$ cat config.mk
export PLATFORM = sky130hd
export DESIGN_NAME = pulse_stretcher
export DESIGN_NICKNAME = d
export VERILOG_FILES = /design/src/rtl/pulse_stretcher_pkg.sv /design/src/rtl/pulse_stretcher_channel.sv /design/src/rtl/pulse_stretcher.sv
export SDC_FILE = /design/constraint.sdc
export NUM_CORES = 1
export LEC_CHECK = 0
export BUFFER_PORTS_ARGS = -buffer_cell sky130_fd_sc_hd__buf_2
export CAP_MARGIN = 20
export CORE_AREA = 2 2 39 41
export CTS_BUF_LIST = sky130_fd_sc_hd__clkbuf_8
export CTS_CLUSTER_SIZE = 12
export DETAILED_ROUTE_END_ITERATION = 8
export DIE_AREA = 0 0 41 43
export PLACE_DENSITY = 0.55
export SLEW_MARGIN = 20
export SYNTH_ARGS = -nofsm -noshare
export SYNTH_HDL_FRONTEND = slang
export SYNTH_HIERARCHICAL = 1
export SYNTH_SLANG_ARGS = --single-unit
$ cat constraint.sdc
create_clock -name clk -period 1.71 [get_ports clk]
set_input_delay 0.171 -clock clk [delete_from_list [all_inputs] [get_ports clk]]
set_output_delay 0.171 -clock clk [all_outputs]
set_load 0.02 [all_outputs]
$ cat src/rtl/pulse_stretcher_pkg.sv
// Shared types and helpers for the pulse stretcher: channel state encoding
// and the down-counter width calculation.
package pulse_stretcher_pkg;

  typedef enum logic [1:0] {
    IDLE    = 2'd0,
    ACTIVE  = 2'd1,
    HOLDOFF = 2'd2
  } ps_state_t;

  // Counter must hold the larger of the two reload values (n-1), so size for max+1.
  function automatic int unsigned cnt_width(input int unsigned stretch_cycles,
                                            input int unsigned holdoff_cycles);
    int unsigned m;
    m = (stretch_cycles > holdoff_cycles) ? stretch_cycles : holdoff_cycles;
    return (m < 1) ? 1 : $clog2(m + 1);
  endfunction

endpackage

$ cat src/rtl/pulse_stretcher_channel.sv
// One pulse stretcher channel: IDLE/ACTIVE/HOLDOFF FSM, down-counter,
// one-deep pending flag and registered drop indication.
module pulse_stretcher_channel
  import pulse_stretcher_pkg::*;
#(
  parameter int unsigned stretch_cycles = 4,
  parameter int unsigned holdoff_cycles = 2,
  parameter bit          retrigger      = 1'b1
) (
  input  logic clk,
  input  logic rst,
  input  logic pulse_in,
  output logic level_out,
  output logic busy,
  output logic dropped
);

  localparam int unsigned     CW           = cnt_width(stretch_cycles, holdoff_cycles);
  localparam logic [CW-1:0]   STRETCH_LOAD = CW'(stretch_cycles - 1);
  localparam logic [CW-1:0]   HOLD_LOAD    = CW'(holdoff_cycles - 1);
  localparam logic [CW-1:0]   CNT_ONE      = CW'(1);

  ps_state_t     state, state_n;
  logic [CW-1:0] cnt, cnt_n;
  logic          pend, pend_n;
  logic          drop_n;

  always_ff @(posedge clk or posedge rst) begin
    if (rst) begin
      state   <= IDLE;
      cnt     <= '0;
      pend    <= 1'b0;
      dropped <= 1'b0;
    end else begin
      state   <= state_n;
      cnt     <= cnt_n;
      pend    <= pend_n;
      dropped <= drop_n;
    end
  end

  always_comb begin
    state_n = state;
    cnt_n   = cnt;
    pend_n  = pend;
    drop_n  = 1'b0;
    unique case (state)
      IDLE: begin
        if (pulse_in) begin
          state_n = ACTIVE;
          cnt_n   = STRETCH_LOAD;
        end
      end
      ACTIVE: begin
        if (retrigger && pulse_in) begin
          cnt_n = STRETCH_LOAD;
        end else if (cnt == '0) begin
          state_n = HOLDOFF;
          cnt_n   = HOLD_LOAD;
        end else begin
          cnt_n = cnt - CNT_ONE;
        end
        if (!retrigger && pulse_in) begin
          if (pend) drop_n = 1'b1;
          else      pend_n = 1'b1;
        end
      end
      HOLDOFF: begin
        if (cnt != '0) begin
          cnt_n = cnt - CNT_ONE;
          if (pulse_in) begin
            if (pend) drop_n = 1'b1;
            else      pend_n = 1'b1;
          end
        end else if (pend || pulse_in) begin
          // A same-edge pulse re-queues when the pending one is consumed here.
          state_n = ACTIVE;
          cnt_n   = STRETCH_LOAD;
          pend_n  = pend & pulse_in;
        end else begin
          state_n = IDLE;
        end
      end
      default: begin
        state_n = IDLE;
        cnt_n   = '0;
        pend_n  = 1'b0;
      end
    endcase
  end

  assign level_out = (state == ACTIVE);
  assign busy      = (state != IDLE) || pend;

endmodule

$ cat src/rtl/pulse_stretcher.sv
// Multi-channel pulse stretcher: turns single-cycle strobes into level windows
// with guaranteed high time and low holdoff, one independent channel per bit.
module pulse_stretcher
  import pulse_stretcher_pkg::*;
#(
  parameter int unsigned width          = 1,
  parameter int unsigned stretch_cycles = 4,
  parameter int unsigned holdoff_cycles = 2,
  parameter bit          retrigger      = 1'b1
) (
  input  logic             clk,
  input  logic             rst,
  input  logic [width-1:0] pulse_in,
  output logic [width-1:0] level_out,
  output logic [width-1:0] busy,
  output logic [width-1:0] dropped
);

  if (stretch_cycles == 0) begin : g_bad_stretch
    $error("pulse_stretcher: stretch_cycles must be >= 1");
  end
  if (holdoff_cycles == 0) begin : g_bad_holdoff
    $error("pulse_stretcher: holdoff_cycles must be >= 1");
  end

  for (genvar i = 0; i < int'(width); i++) begin : g_ch
    pulse_stretcher_channel #(
      .stretch_cycles(stretch_cycles),
      .holdoff_cycles(holdoff_cycles),
      .retrigger     (retrigger)
    ) u_ch (
      .clk      (clk),
      .rst      (rst),
      .pulse_in (pulse_in[i]),
      .level_out(level_out[i]),
      .busy     (busy[i]),
      .dropped  (dropped[i])
    );
  end

endmodule

## After elaboration in Yosys (flattened, before gate mapping)

Cells that the tools add are included.

| operators by class | value |
|---|---|
| $add $sub $neg | 1 |
| multiply operators | 0 |
| divide/modulo/power cells | 0 |
| order comparisons | 0 |
| equality and inequality tests | 8 |
| shift-type cells | 0 |
| muxes and demuxes | 20 |
| bitwise gates (word level) | 2 |
| reductions and logical operators | 10 |

Operator list:

| kind | number |
|---|---|
| 3-bit two-way mux | 5 |
| 3-bit one-hot mux with 3 select lines | 1 |
| 1-bit two-way mux | 8 |
| 2-bit two-way mux | 4 |
| 2-bit inequality test, second input constant | 3 |
| 2-bit one-hot mux with 3 select lines | 1 |
| 4-bit AND reduction | 1 |
| 3-bit logical NOT | 1 |
| 3-bit by 1-bit inequality test with 1-bit output, second input constant | 1 |
| 3-bit inequality test, second input constant | 1 |
| 3-bit AND reduction | 1 |
| 3-bit nonzero test | 1 |
| 3-bit by 1-bit subtractor with 3-bit output, second input constant | 1 |
| 2-bit by 1-bit == test with 1-bit output, second input constant | 1 |
| 2-bit == test, second input constant | 1 |
| 2-bit logical NOT | 1 |
| 1-bit logical OR | 2 |
| 2-bit by 1-bit inequality test with 1-bit output, second input constant | 1 |
| 1-bit one-hot mux with 2 select lines | 1 |
| 2-bit AND reduction | 1 |
| 2-bit nonzero test | 1 |
| 2-bit OR reduction | 1 |
| 1-bit AND | 1 |
| 1-bit NOT | 1 |

| storage, ports and cells | value |
|---|---|
| flip-flop bits (word level) | 7 |
| latch bits | 0 |
| memory bits (writable) | 0 |
| ROM bits | 0 |
| input bits | 3 |
| logic and storage cells | 45 |
| memories | 0 |

## Depth between registers and ports, before layout

Gate-level depths: netlist (run 1).

| depth | value |
|---|---|
| depth in word-level cells | 4 |
| depth in mapped cells | 4 |

## Worst setup path before layout (run 1)

OpenSTA, ideal clock, no wires.

| timing path | value |
|---|---|
| path kind | flip-flop to flip-flop |
| start point | register g_ch[0].u_ch.cnt[0] |
| end point | register g_ch[0].u_ch.pend |
| library setup time | 0.137 ns |
| arrival | 1.233 ns |
| slack | 0.340 ns |
| cell stages (with the launch flop) | 5 |
| period minus slack after synthesis | 1.370 ns |
| cell sequence | dfrtp_1 -> buf_6 -> or4_4 -> a22oi_2 -> o22ai_1 |

| between the ends | value |
|---|---|
| cells in the longest elaborated chain, start to end | 3 |
| elaborated cells between the ends (all ways) | 6 |
| those cells by class | eq/ne (2); mux (2); reduce/logical (2) |

RTL lines:

| what | line | RTL |
|---|---|---|
| start, declared | pulse_stretcher_channel.sv:24 | `logic [CW-1:0] cnt, cnt_n;` |
| start signal, assigned | pulse_stretcher_channel.sv:36 | `cnt <= cnt_n;` |
| 3-bit nonzero test * | pulse_stretcher_channel.sv:69 | `if (cnt != '0) begin` |
| 3-bit by 1-bit inequality test with 1-bit output (no source line), or another cell as far along | - |  |
| 3-bit AND reduction (no source line) / 1-bit one-hot mux with 2 select lines (equally long branches) | - |  |
| end signal, assigned | pulse_stretcher_channel.sv:37 | `pend <= pend_n;` |
| end, declared | pulse_stretcher_channel.sv:25 | `logic pend, pend_n;` |

Every way passes the cells marked *; elsewhere a longest branch is shown, timed or not.
A chain may end at the register's enable or synchronous reset.

## Worst setup path in the final report (run 1)

| timing path | value |
|---|---|
| start point | register g_ch[0].u_ch.state[0] |
| end point | output busy |

| between the ends | value |
|---|---|
| cells in the longest elaborated chain, start to end | 2 |

RTL lines:

| what | line | RTL |
|---|---|---|
| start, declared | pulse_stretcher_channel.sv:23 | `ps_state_t state, state_n;` |
| start signal, assigned | pulse_stretcher_channel.sv:35 | `state <= state_n;` |
| 2-bit nonzero test | pulse_stretcher_channel.sv:93 | `assign busy = (state != IDLE) \|\| pend;` |
| 1-bit logical OR | pulse_stretcher_channel.sv:93 |  |
| end, declared | pulse_stretcher.sv:15 | `output logic [width-1:0] busy,` |

No other way between the ends.

==> results.py, run 1 <==
metrics = {
    "status": {
        "outcome": "completed",
    },
    "floorplanning": {
        "die_width_um": 41,
        "row_count": 14,
        "die-area_um2": 1760,
        "fp.dieH_um": 43,
        "pin_count": 6,
        "initial_core_util": 0.304,
        "core-area_um2": 1380,
    },
    "logic_synthesis": {
        "syn-num-nets": 47,
        "post-synth-top-area-cell": "dfrtp_1",
        "ys_ff_latch": 7,
        "synth_common_cells": "7 x dfrtp_1, 3 x a21oi_1, 3 x inv_1",
        "yosys_warnings": 6,
        "postSynthAreaPerCell_um2": 9.55,
        "yosysUniqueCellTypes": 26,
        "async_flop_share": 1.00,
        "ys_top_cells_by_area": "dfrtp_1 42%, o32ai_1 4.2%, a21oi_1 3.6%, a22oi_2 3.0%, and2_1 3.0%",
        "synthesis.area_um2": 420,
        "seq_area_frac_synth": 0.417,
        "netlist.area_leader.share": 0.417,
        "netlist_instances": 44,
        "synth_edf_count": 0,
        "yosysMostFrequentCell": "dfrtp_1",
        "synth-main-ff-cell": "dfrtp_1",
    },
    "power_and_ir_drop": {
        "peakVddDrop_uv": 792,
        "cellPowerDensity_nw_per_um2": 1650,
        "leakagePower_nw": 0.217,
    },
    "sta": {
        "timing.final.crit_share": 0.862,
        "finalHoldViolations": 0,
        "slew_violations": 0,
        "rsz0062_at_grt": "false",
        "setup_violations": 0,
        "relSlewSlack": 0.706,
        "fin_worst_skew_ns": 0.00242,
        "final.setup.worst_slack_ns": 0.237,
        "setup_tns_ns": 0,
        "worstMarginPinSlew_ns": 0.442,
        "min_period_ns": 1.47,
        "whs_ns": 0.294,
        "fmax_mhz": 679,
    },
    "placed_design": {
        "placed_area_um2": 447,
        "place.gp.congestion": 0.762,
        "dp_cells": 62,
        "port_buffers": 5,
        "dp_slack_ns": 0.315,
        "dp_hpwl_um": 563,
    },
    "worst_setup_path": {
        "r2r_end": "g_ch[0].u_ch/pend",
        "reg2reg_from": "g_ch[0].u_ch/cnt[1]",
        "critPathLaunch": "g_ch[0].u_ch/state[0]",
        "crit_path_max_fanout": 14,
        "crit_path_cell_trace": "or3_1, buf_2",
        "worst_setup_path_end_kind": "output pin",
        "cp_num_cells": 2,
        "reg2reg_depth": 3,
        "crit_path_start_kind": "flop",
        "required_ns": 1.54,
        "slowest_delay_ns": 0.51,
        "crit_arrival_ns": 1.30,
        "r2r_slack_ns": 0.30,
        "crit_family": "flip-flops",
        "cp_slowest_cell": "dfrtp_1",
        "path_class": "reg -> out",
        "critPathCapture": "busy",
        "path_buf_inv": 1,
    },
    "final_layout": {
        "final_cells": 67,
        "drive_gt1_frac": 0.196,
        "layout.nets": 55,
        "area_growth_pct": 19.3,
        "final_area_um2": 502,
        "antenna_cells": 0,
    },
    "cts": {
        "clkLatencyLatePin_ns": 0.22,
        "clk_pin_slew_worst_paths_ns": 0.04,
        "root_buffer": "clkbuf_8",
        "cts_max_path_buffers": 2,
        "numClockSinks": 7,
        "cts_buffers": 3,
        "post_cts_buffers": 0,
        "htree_levels": 1,
        "cts_tree": "done",
    },
    "grt": {
        "antenna_found_initial": 0,
        "met3_usage": 0.0785,
        "grt_max_degree": 16,
        "grt_usage": 0.124,
        "gr-max-usage-layer": "met2",
        "grt_overflow": 0,
        "use_met2": 0.159,
        "grt_pass1_wl_mm": 1.44,
        "grt_pass1_vias": 331,
        "grt_use_met1": 0.158,
    },
    "worst_hold_path": {
        "hp-start": "pulse_in",
        "hold_class": "in -> reg",
    },
    "route": {
        "first_iter_violations": 4,
        "ant_nets": 0,
        "firstDrtPassIters": 2,
        "routed_wl_um": 812,
        "vias": 357,
        "viasPerCell": 5.33,
        "routed_wire_length_per_instance_um": 12.1,
        "post-route-drc-count": 0,
    },
    "job": {
        "drv_cap": 0,
    },
}
[worst register-to-register path, delay by kind of cell (launching register included)]
kind / cells / cell delay (ns)
flops: 1 / 0.42
compound gates: 2 / 0.28
simple gates: 1 / 0.56
[registers in the layout, indices dropped and copies added, names as in the netlist]
signal             cells
g_ch.u_ch/cnt          3
g_ch.u_ch/dropped      1
g_ch.u_ch/pend         1
g_ch.u_ch/state        2
[where the power goes]
group / internal [mW] / switching [mW] / total [mW] / leakage, nW
clock network: 0.155 / 0.0678 / 0.223 / 0.0269
logic: 0.143 / 0.127 / 0.270 / 0.105
registers: 0.217 / 0.116 / 0.333 / 0.0848
total: 0.515 / 0.310 / 0.825 / 0.217
[worst min path at each step]
stage	endpoint	cells past startpoint
3_5_place_dp	g_ch[0].u_ch/state[1]	2
4_1_cts	g_ch[0].u_ch/dropped	3
6_report	g_ch[0].u_ch/dropped	3
5_1_grt	g_ch[0].u_ch/dropped	3
3_3_place_gp	g_ch[0].u_ch/dropped	2
2_1_floorplan	g_ch[0].u_ch/cnt[0]	1
[per-stage QoR]
stage,power [mW],util
after floorplan,0.561,-
after global placement,0.601,0.323
after detailed placement,0.602,0.323
after CTS,0.836,0.363
after global routing,0.898,0.363
final,0.825,0.363
[area by class of cell]
type,instances,area (µm²)
clock inverters,1,3.75
fillers,138,882
well taps,16,20.0
flip-flops and latches,7,175
repair buffers,6,35.0
inverters,3,11.3
clock buffers,3,41.3
multi-input cells,31,215
[layer usage]
layer,part of all wire,routed length [µm]
met1,0.45,366
met2,0.48,386
met3,0.055,45
met4,0.017,14
met5,0,0
[cell usage in the layout (no fill, tap or decap), types with 2 or more instances in the layout]
master / instances
nor2b_1: 2
o32ai_1: 2
nand2b_1: 2
dfrtp_1: 7
buf_2: 5
nor4_1: 2
clkbuf_8: 3
inv_1: 4
nor2_1: 2
and2_1: 2
a21oi_1: 3
or3_1: 2
[logic make-up after synthesis]
| family | after synthesis | synth area share |
|---|---|---|
| XOR/XNOR | 1 | 0.0208 |
| AO/OA/AOI/OAI | 14 | 0.247 |
| buffers and inverters | 6 | 0.0714 |
| flip-flops | 7 | 0.417 |
| AND/OR/NAND/NOR | 16 | 0.244 |
[what timing repair did]
action                                  CTS  global route
resized for setup                         0             0
endpoints found under the setup margin    0             0
hold endpoints to repair                  7             0
hold buffers                              1             0
Note: power is estimated with default switching activity, not from simulation.
==> inputs of run 2 (changes only) <==
Settings changed: CELL_PAD_IN_SITES_DETAIL_PLACEMENT set to 1, CELL_PAD_IN_SITES_GLOBAL_PLACEMENT set to 2, PLACE_DENSITY 0.55 to 0.78.
==> results.py, run 2 (synthesis gave the netlist of run 1 again) <==
metrics = {
    "status": {
        "outcome": "completed",
    },
    "floorplanning": {
        "fp.dieH_um": 43,
        "row_count": 14,
        "initial_core_util": 0.304,
        "die-area_um2": 1760,
        "pin_count": 6,
        "core-area_um2": 1380,
        "die_width_um": 41,
    },
    "route": {
        "viasPerCell": 5.31,
        "first_iter_violations": 4,
        "post-route-drc-count": 0,
        "firstDrtPassIters": 2,
        "routed_wl_um": 930,
        "vias": 356,
        "routed_wire_length_per_instance_um": 13.9,
        "ant_nets": 0,
    },
    "grt": {
        "antenna_found_initial": 0,
        "grt_pass1_wl_mm": 1.65,
        "grt_pass1_vias": 379,
        "grt_overflow": 0,
        "grt_usage": 0.148,
        "grt_max_degree": 16,
    },
    "worst_setup_path": {
        "critPathLaunch": "g_ch[0].u_ch/state[0]",
        "slowest_delay_ns": 0.52,
        "cp_slowest_cell": "dfrtp_1",
        "required_ns": 1.54,
        "path_class": "reg -> out",
        "r2r_slack_ns": 0.29,
        "crit_path_cell_trace": "or3_1, buf_2",
        "path_buf_inv": 1,
        "r2r_end": "g_ch[0].u_ch/pend",
        "reg2reg_depth": 3,
        "crit_arrival_ns": 1.31,
        "critPathCapture": "busy",
        "reg2reg_from": "g_ch[0].u_ch/cnt[1]",
        "cp_num_cells": 2,
        "crit_path_start_kind": "flop",
        "crit_path_max_fanout": 14,
        "worst_setup_path_end_kind": "output pin",
        "crit_family": "flip-flops",
    },
    "final_layout": {
        "antenna_cells": 0,
        "largest_reg_flops": 3,
        "drive_gt1_frac": 0.196,
        "area_growth_pct": 19.3,
        "largest-register": "g_ch.u_ch/cnt",
        "final_common_cell": "dfrtp_1",
        "final_cells": 67,
        "layout.nets": 55,
        "reg_top3": "g_ch.u_ch/cnt x3, g_ch.u_ch/state x2",
        "final_area_um2": 502,
        "mostFrequentLayoutCells": "7 x dfrtp_1, 5 x buf_2, 4 x inv_1",
    },
    "cts": {
        "cts_tree": "done",
        "numClockSinks": 7,
        "clk_pin_slew_worst_paths_ns": 0.04,
        "cts_buffers": 3,
        "clkLatencyLatePin_ns": 0.22,
        "htree_levels": 1,
        "post_cts_buffers": 0,
        "root_buffer": "clkbuf_8",
        "cts_max_path_buffers": 2,
    },
    "sta": {
        "worstMarginPinSlew_ns": 0.448,
        "fin_worst_skew_ns": 0.00129,
        "setup_tns_ns": 0,
        "slew_violations": 0,
        "setup_violations": 0,
        "finalHoldViolations": 0,
        "fmax_mhz": 675,
        "timing.final.crit_share": 0.867,
        "rsz0062_at_grt": "false",
        "min_period_ns": 1.48,
        "relSlewSlack": 0.701,
    },
    "worst_hold_path": {
        "whs_path_depth": 3,
        "hp-start": "pulse_in",
        "hold_class": "in -> reg",
    },
    "power_and_ir_drop": {
        "cellPowerDensity_nw_per_um2": 1660,
        "leakagePower_nw": 0.217,
        "peakVddDrop_uv": 529,
    },
    "placed_design": {
        "dp_hpwl_um": 644,
        "port_buffers": 5,
        "dp_cells": 62,
        "place.gp.congestion": 0.662,
        "placed_area_um2": 447,
    },
    "job": {
        "drv_cap": 0,
    },
}
==> run 2: cell counts in the layout (fill, tap and decap cells not counted) <==
No cell type changed its count.
==> run 2: area by class of cell <==
cell class	instances	area, µm²
Sequential cell	7	175
Fill cell	173	882
Inverter	3	11.3
Multi-Input combinational cell	31	215
Tap cell	16	20.0
Clock buffer	3	41.3
Clock inverter	1	3.75
Timing Repair Buffer	6	35.0
==> run 2: worst min-delay path, delay by kind of cell <==
family,cells,cell delay (ns)
buffers and inverters,2,0.27
and+or+nand+nor,1,0.06
==> run 2: how the worst min path moves through the flow <==
| stage | endpoint | slack [ns] |
|---|---|---|
| 2_1_floorplan | g_ch[0].u_ch/cnt[0] | -0.03 |
| 3_3_place_gp | g_ch[0].u_ch/state[1] | 0.11 |
| 3_5_place_dp | g_ch[0].u_ch/cnt[1] | 0.12 |
| 4_1_cts | g_ch[0].u_ch/dropped | 0.32 |
| 5_1_grt | g_ch[0].u_ch/dropped | 0.37 |
| 6_report | g_ch[0].u_ch/dropped | 0.32 |
==> run 2: metal layers <==
layer  up-vias  wire, µm  track usage  share of wire
met4         0        17        0.120          0.018
met3         2        22       0.0471          0.024
met1       172       433        0.185           0.47
met5         -         0            0              0
li1        177         -            -              -
met2         5       457        0.197           0.49
==> run 2: what timing repair did <==
action	CTS	global route
hold buffers	1	0
endpoints found under the hold margin	7	0
resized for setup	0	0
==> run 2: per-stage QoR <==
| step | setup slack, ns | power (mW) | util | hold WS, ns |
|---|---|---|---|---|
| global route | 0.155 | 0.909 | 0.363 | 0.367 |
| floorplan | 0.340 | 0.561 | - | -0.0256 |
| CTS | 0.216 | 0.846 | 0.363 | 0.322 |
| global placement | 0.321 | 0.605 | 0.323 | 0.114 |
| detailed placement | 0.303 | 0.613 | 0.323 | 0.123 |
| finish | 0.228 | 0.832 | 0.363 | 0.322 |
==> run 2: power by group <==
group	internal, mW	switching, mW
combinational	0.143	0.131
clock	0.154	0.0643
sequential	0.217	0.122
==> inputs of run 3 (changes only) <==
Settings changed: PLACE_DENSITY 0.78 to unset, PLACE_DENSITY_LB_ADDON set to 0.05.
==> results.py, run 3 (synthesis gave the netlist of run 1 again) <==
metrics = {
    "route": {
        "firstDrtPassIters": 3,
        "first_iter_violations": 5,
        "viasPerCell": 5.25,
        "post-route-drc-count": 0,
        "topRoutingLayerUsed": "met4",
        "routed_wire_length_per_instance_um": 14.2,
        "wl_met2_um": 431,
        "wl_met1_um": 485,
        "ant_nets": 0,
        "vias": 352,
        "dr_wl_met3_um": 30,
        "routed_wl_um": 953,
    },
    "final_layout": {
        "utilization": 0.363,
        "mostFrequentLayoutCells": "7 x dfrtp_1, 5 x buf_2, 4 x inv_1",
        "drive_gt1_frac": 0.196,
        "area_growth_pct": 19.3,
        "reg_top3": "g_ch.u_ch/cnt x3, g_ch.u_ch/state x2",
        "antenna_cells": 0,
        "largest-register": "g_ch.u_ch/cnt",
        "largest_reg_flops": 3,
        "final_common_cell": "dfrtp_1",
        "fill_cells": 163,
        "layout.nets": 55,
    },
    "placed_design": {
        "port_buffers": 5,
        "dp_slack_ns": 0.284,
        "place.gp.congestion": 0.740,
        "dp_hpwl_um": 655,
    },
    "power_and_ir_drop": {
        "switching_share": 0.388,
        "p_clk_frac": 0.272,
        "cellPowerDensity_nw_per_um2": 1680,
        "peakVddDrop_uv": 499,
        "intPower_uw": 515,
        "power_frac_comb": 0.325,
        "p_sw_uw": 326,
        "leakagePower_nw": 0.217,
        "seq_power_share": 0.403,
    },
    "sta": {
        "slew_violations": 0,
        "rsz0062_at_grt": "false",
        "fin_worst_skew_ns": 0.00213,
        "finalHoldViolations": 0,
        "setup_tns_ns": 0,
        "worstMarginPinSlew_ns": 0.427,
        "min_period_ns": 1.47,
        "timing.final.crit_share": 0.859,
        "final.setup.worst_slack_ns": 0.240,
        "setup_violations": 0,
        "relSlewSlack": 0.716,
        "fmax_mhz": 680,
    },
    "worst_setup_path": {
        "crit_path_start_kind": "flop",
        "crit_path_cell_trace": "or3_1, buf_2",
        "cp_slowest_cell": "dfrtp_1",
        "path_class": "reg -> out",
        "worst_setup_path_end_kind": "output pin",
        "crit_path_max_fanout": 14,
        "slowest_delay_ns": 0.51,
        "required_ns": 1.54,
        "crit_arrival_ns": 1.30,
    },
    "grt": {
        "grt_overflow": 0,
        "grt_pass1_vias": 353,
        "grt_pass1_wl_mm": 1.60,
        "antenna_found_initial": 0,
        "grt_usage": 0.138,
        "grt_max_degree": 16,
    },
    "floorplanning": {
        "die_width_um": 41,
        "pin_count": 6,
        "die-area_um2": 1760,
        "initial_core_util": 0.304,
        "core-area_um2": 1380,
        "fp.dieH_um": 43,
        "row_count": 14,
    },
    "cts": {
        "root_buffer": "clkbuf_8",
        "numClockSinks": 7,
        "post_cts_buffers": 0,
        "cts_buffers": 3,
        "cts_resized": 0,
        "clk_pin_slew_worst_paths_ns": 0.04,
        "htree_levels": 1,
        "clkLatencyLatePin_ns": 0.23,
        "cts_tree": "done",
        "cts_max_path_buffers": 2,
        "ctsHoldBuffers": 1,
    },
    "job": {
        "drv_cap": 0,
    },
    "worst_hold_path": {
        "hold_class": "in -> reg",
    },
    "status": {
        "outcome": "completed",
    },
}
[run 3: cell counts in the layout (fill, tap and decap cells not counted)]
No cell type changed its count.
[run 3: per-layer routing]
| metal | vias up | global-route usage |
|---|---|---|
| li1 | 176 | - |
| met5 | - | 0 |
| met2 | 5 | 0.184 |
| met3 | 2 | 0.0314 |
| met4 | 0 | 0.100 |
| met1 | 169 | 0.186 |
[run 3: final timing paths]
| kind | cells after the start | slack [ns] | from | to |
|---|---|---|---|---|
| setup reg to reg | 3 | 0.26 | g_ch[0].u_ch/cnt[1] | g_ch[0].u_ch/pend |
| hold / removal | 3 | 0.34 | pulse_in | g_ch[0].u_ch/dropped |
| hold reg to reg | 1 | 0.56 | g_ch[0].u_ch/cnt[2] | g_ch[0].u_ch/cnt[2] |
| max in group asynchronous | 3 | 1.08 | rst | g_ch[0].u_ch/pend |
| min in group asynchronous | 3 | 0.42 | rst | g_ch[0].u_ch/cnt[1] |
| setup / recovery | 2 | 0.24 | g_ch[0].u_ch/state[0] | busy |
[run 3: cell type report]
class | count | area [µm²] | area share
clock buffer | 3 | 41.3 | 0.0823
clock inverter | 1 | 3.75 | 0.00748
inverter | 3 | 11.3 | 0.0224
multi-input combinational | 31 | 215 | 0.429
sequential | 7 | 175 | 0.349
tap | 16 | 20.0 | 0.0399
timing repair buffer | 6 | 35.0 | 0.0698
[run 3: metrics by stage]
step / hold WS, ns / area (µm²) / instances / power, mW
after floorplan: -0.0256 / 420 / 44 / 0.561
after global placement: 0.114 / 447 / 62 / 0.598
after detailed placement: 0.125 / 447 / 62 / 0.611
after CTS: 0.322 / 502 / 67 / 0.852
after global routing: 0.353 / 502 / 67 / 0.904
final: 0.335 / 502 / 67 / 0.841
[run 3: power groups by stage]
stage / clock (mW) / sequential, mW / combinational (mW)
5_1_grt: 0.245 / 0.350 / 0.309
3_3_place_gp: 0 / 0.330 / 0.267
2_1_floorplan: 0 / 0.266 / 0.295
6_report: 0.229 / 0.339 / 0.274
3_5_place_dp: 0 / 0.337 / 0.274
4_1_cts: 0.236 / 0.337 / 0.278
[run 3: worst max-delay path: cells and delay by family, from the launching register on]
family,cells,cell delay (ns)
DFF,1,0.51
buffers and inverters,1,0.16
and+or+nand+nor,1,0.41
